File: src/rtl/irrigation_controller.sv
// Irrigation sequencing FSM: fill valve, sprinkler and drip control with sensor and pump-fault detection.
// Optional feature macro: COOLDOWN_EN adds an idle lockout state after each irrigation run.
module irrigation_controller #(
  parameter int SPRINKLE_TIME = 30,
  parameter int DRIP_TIME     = 60,
  parameter int FILL_TIMEOUT  = 120,
  parameter int ERR_HOLD      = 2,
  parameter int COOLDOWN_TIME = 10
) (
  input  logic       clock,
  input  logic       reset_n,
  input  logic       tick,
  input  logic       H,
  input  logic       M,
  input  logic       L,
  input  logic       Us,
  input  logic       Ts,
  output logic       Ve,
  output logic       Bs,
  output logic       Vs,
  output logic       Error,
  output logic [1:0] err_code,
  output logic [2:0] state,
  output logic [7:0] seconds
);

  typedef enum logic [2:0] {
    ST_IDLE     = 3'd0,
    ST_FILL     = 3'd1,
    ST_SPRINKLE = 3'd2,
    ST_DRIP     = 3'd3,
    ST_ERROR    = 3'd4,
    ST_COOLDOWN = 3'd5
  } state_t;

  typedef enum logic [1:0] {
    ERR_NONE   = 2'b00,
    ERR_SENSOR = 2'b01,
    ERR_FILL   = 2'b10
  } err_t;

  // Timeouts fire on the tick that would complete the last second, so compare against N-1.
  localparam logic [7:0] SPRINKLE_LAST = 8'(SPRINKLE_TIME - 1);
  localparam logic [7:0] DRIP_LAST     = 8'(DRIP_TIME - 1);
  localparam logic [7:0] FILL_LAST     = 8'(FILL_TIMEOUT - 1);
  localparam logic [7:0] HOLD_LAST     = 8'(ERR_HOLD - 1);
  localparam logic [7:0] COOL_LAST     = 8'(COOLDOWN_TIME - 1);

`ifdef COOLDOWN_EN
  localparam state_t RUN_END = ST_COOLDOWN;
`else
  localparam state_t RUN_END = ST_IDLE;
`endif

  state_t     state_q, state_d;
  err_t       err_q, err_d;
  logic [7:0] seconds_q;
  logic [7:0] hold_q, hold_d;
  logic       bad;

  assign bad = (H & ~M) | (M & ~L);

  // NOTE: every signal written here gets a default first, so no path can infer a latch.
  always_comb begin
    state_d = state_q;
    err_d   = err_q;
    hold_d  = hold_q;
    if (bad && state_q != ST_ERROR) begin
      state_d = ST_ERROR;
      err_d   = ERR_SENSOR;
      hold_d  = '0;
    end else begin
      case (state_q)
        ST_IDLE: begin
          if (!L)                   state_d = ST_FILL;
          else if (Us && M && !Ts)  state_d = ST_SPRINKLE;
          else if (Us)              state_d = ST_DRIP;
        end
        ST_FILL: begin
          if (H) begin
            state_d = ST_IDLE;
          end else if (tick && seconds_q == FILL_LAST) begin
            state_d = ST_ERROR;
            err_d   = ERR_FILL;
          end
        end
        ST_SPRINKLE: begin
          if (!L)                                           state_d = ST_FILL;
          else if (!M || Ts)                                state_d = ST_DRIP;
          else if (!Us || (tick && seconds_q == SPRINKLE_LAST)) state_d = RUN_END;
        end
        ST_DRIP: begin
          if (!L)                                       state_d = ST_FILL;
          else if (!Us || (tick && seconds_q == DRIP_LAST)) state_d = RUN_END;
        end
        ST_ERROR: begin
          // A fill timeout is sticky; only a sensor error can recover on its own.
          if (err_q == ERR_SENSOR) begin
            if (bad) begin
              hold_d = '0;
            end else if (tick) begin
              if (hold_q == HOLD_LAST) begin
                state_d = ST_IDLE;
                err_d   = ERR_NONE;
                hold_d  = '0;
              end else begin
                hold_d = hold_q + 8'd1;
              end
            end
          end
        end
        ST_COOLDOWN: begin
          if (!L)                                     state_d = ST_FILL;
          else if (tick && seconds_q == COOL_LAST)    state_d = ST_IDLE;
        end
        default: state_d = ST_IDLE;
      endcase
    end
  end

  // NOTE: sequential state uses non-blocking assignments so every register sees pre-edge values.
  always_ff @(posedge clock) begin
    if (!reset_n) begin
      state_q   <= ST_IDLE;
      err_q     <= ERR_NONE;
      hold_q    <= '0;
      seconds_q <= '0;
      Ve        <= 1'b0;
      Bs        <= 1'b0;
      Vs        <= 1'b0;
      Error     <= 1'b0;
    end else begin
      state_q <= state_d;
      err_q   <= err_d;
      hold_q  <= hold_d;
      if (state_d != state_q)             seconds_q <= '0;
      else if (tick && seconds_q != 8'hFF) seconds_q <= seconds_q + 8'd1;
      Ve    <= (state_d == ST_FILL);
      Bs    <= (state_d == ST_SPRINKLE);
      Vs    <= (state_d == ST_DRIP);
      Error <= (state_d == ST_ERROR);
    end
  end

  assign state    = state_q;
  assign err_code = err_q;
  assign seconds  = seconds_q;

endmodule

File: config.mk
export PLATFORM = sky130hd
export DESIGN_NAME = irrigation_controller
export DESIGN_NICKNAME = d
export VERILOG_FILES = /design/src/rtl/irrigation_controller.sv
export SDC_FILE = /design/constraint.sdc
export NUM_CORES = 1
export LEC_CHECK = 0
export CAP_MARGIN = 10
export CELL_PAD_IN_SITES_DETAIL_PLACEMENT = 1
export CELL_PAD_IN_SITES_GLOBAL_PLACEMENT = 2
export CORE_MARGIN = 4
export CORE_UTILIZATION = 34
export CTS_CLUSTER_DIAMETER = 40
export DETAILED_ROUTE_END_ITERATION = 10
export MAX_ROUTING_LAYER = met4
export PLACE_DENSITY_LB_ADDON = 0.1
export SLEW_MARGIN = 5
export SYNTH_ARGS = -nofsm -noshare
export SYNTH_HDL_FRONTEND = slang
export SYNTH_SLANG_ARGS = --single-unit
File: constraint.sdc
create_clock -name clock -period 5.3 [get_ports clock]
set_clock_uncertainty 0.15 [all_clocks]
set_input_delay 1.59 -clock clock [delete_from_list [all_inputs] [get_ports clock]]
set_output_delay 1.59 -clock clock [all_outputs]
set_load 0.1 [all_outputs]
==> flow_metrics.tcl <==
set metrics [dict create \
    globalplace.congestion 0.820 \
    wirelength_um 3810 \
    grt_pass1_wl_um 6300 \
    synth.largest_area_cell "dfxtp_1" \
    crit_fanout 14 \
    grt_max_degree 15 \
    avgSynthCellArea_sq_um 8.63 \
    clock_path_buffers 2 \
    netlist.area_leader.share 0.333 \
    cts_sinks 25 \
    synth-async-reset-ratio 0 \
    peakVddDrop_uv 85.4 \
    drive_gt1_frac 0.0867 \
    path_class "register to output port" \
    hold_viol 0 \
    synth_seq_cells 25 \
    antenna_cells 0 \
    grt_setup_unrepaired "false" \
    final_common_cell "dfxtp_1" \
    synthSimpleGateAreaFrac 0.361 \
    max_freq_mhz 260 \
    initial_core_util 0.362 \
    worstHoldPathType "register to register" \
    synth-edff-count 0 \
    numCtsBuffers 3 \
    die-area_sq_um 5540 \
    crit_chain "clkdlybuf4s50_1" \
    post_drt_wl_per_cell_um 15.5 \
    mostFrequentLayoutCells "25 x dfxtp_1, 24 x clkdlybuf4s50_1, 20 x nor2_1" \
    slew_headroom 0.343 \
    fin_cells 246 \
    post_cts_buffers 0 \
    via_count 1353 \
    final_area_sq_um 1810 \
    final_antenna_net_count 0 \
    clkLatencyLatePin_ps 270 \
    yosysSeqAreaShare 0.333 \
    htree_levels 1 \
    leakage_uw 0.000621 \
    finalCritPeriodShare 0.726 \
    period_needed_ps 3850 \
    synth_top_family_by_area "simple AND/OR/NAND/NOR gates" \
    final_util 0.438 \
    synth_cells 174 \
    grt_usage 0.150 \
    num_io_pins 25 \
    drc 0 \
    cp.required_ps 3560 \
    end_kind "output port" \
    area_growth_pct 20.8 \
    yosysWarnings 0 \
    ctsHoldBuffers 0 \
    drt-vias-per-instance 5.50 \
    die_w_um 74.5 \
    cpMaxStageDelayCell "clkdlybuf4s50_1" \
    max_stage_delay_ps 1230 \
    cap_violations 0 \
    drtIter0Drc 93 \
    startpoint_type "register" \
    die_h_um 74.5 \
    finalSetupTns_ps 0 \
    pwr_density_cell_nw_per_um2 235 \
    grt-ovfl-total 0 \
    core_area_sq_um 4140 \
    hpwlAfterDp_um 3050 \
    io_buffers 24 \
    synthMuxAreaShare 0 \
    first_pass_iters 4 \
    cts_resized 0 \
    synth.distinct_cells 55 \
    arrival_ps 2110 \
    final_max_slew_viol_count 0 \
    cts-root-buf "clkbuf_8" \
    cts_tree "done" \
    fin_nets 209 \
    antenna_found_initial 0 \
    cp_num_buf_inv 1 \
    yosys.area_share.xor_xnor 0.0642 \
    clkSlewWorstSetupHoldPaths_ps 80 \
    synth_compound_area_frac 0.167 \
    placed_area_sq_um 1770 \
    synth_flop_cell "dfxtp_1" \
    ys_top_cells_by_area "dfxtp_1 33%, nor2_1 5.0%, xor2_1 3.5%" \
    synth.net_count 186 \
    worstMarginPinSlew_ps 983 \
    synthAdderAreaFrac 0.0333 \
    crit_family "buffers and inverters" \
    grt_pass1_vias 1311 \
    status "completed" \
    dp_cells 242 \
    setup_viol 0 \
    placementRows 23 \
    netlist_area_sq_um 1500 \
]
-- layout make-up --
type | instances | area (sq um)
multi-input cells | 136 | 940
clock buffers | 4 | 45.0
well taps | 50 | 62.6
flip-flops and latches | 25 | 500
repair buffers | 24 | 240
fillers | 501 | 2330
inverters | 7 | 26.3
-- cell usage after synthesis, types with 2 or more instances --
cell type	count
dfxtp_1	25
nor2_1	20
nand2_1	12
a21oi_1	9
nand3_1	9
inv_1	7
o21ai_0	6
xor2_1	6
nor2b_1	5
nor3b_1	5
xnor2_1	5
and2_1	4
ha_1	4
nor3_1	4
and3_1	3
buf_2	3
nand4_1	3
a31oi_1	2
nand2b_1	2
nand3b_1	2
nor3_2	2
or2_2	2
or3b_2	2
-- final timing paths --
path                               to                     start  slack, ps  depth (start not counted)
min          err_code[0]$_SDFFE_PN0P_  err_code[0]$_SDFFE_PN0P_        330                          2
min reg2reg  err_code[0]$_SDFFE_PN0P_  err_code[0]$_SDFFE_PN0P_        330                          2
max                          state[0]       state[0]$_SDFF_PN0_       1450                          1
max reg2reg   seconds[3]$_SDFFE_PP0P_    hold_q[0]$_SDFFE_PP0P_       2830                          7
-- registers in the layout, indices dropped and copies added, names as in the netlist --
name / count
seconds: 8
hold_q: 8
Bs: 1
err_code: 2
state: 3
Ve: 1
Error: 1
Vs: 1
-- logic make-up after synthesis --
kind of cell | Yosys count
flip-flops | 25
AND/OR/NAND/NOR | 87
adder cells (fa/ha/maj) | 4
XOR/XNOR | 11
AO/OA/AOI/OAI | 34
buffers and inverters | 13
-- per-layer routing --
layer  wire (um)  GRT usage  part of all wire  vias to the layer above
met5           0          -                 0                        -
met4          34     0.0296            0.0089                        0
met3         140     0.0243             0.037                        4
met2        1880      0.253              0.49                       19
met1        1760      0.188              0.46                      656
li1            -          -                 -                      674
-- report_power, final --
part,internal (uW),switching [uW]
Sequential,193,8.67
Clock,53.8,59.0
Combinational,36.2,76.0
-- stage by stage --
stage                     setup slack (ps)  hold slack, ps  power [uW]
after global placement                1200             313         317
after floorplan                       2030             330         290
after CTS                             1430             344         435
after global routing                  1280             363         454
after detailed placement              1140             332         319
final                                 1450             333         427
Power figures use the tool's default switching activity.
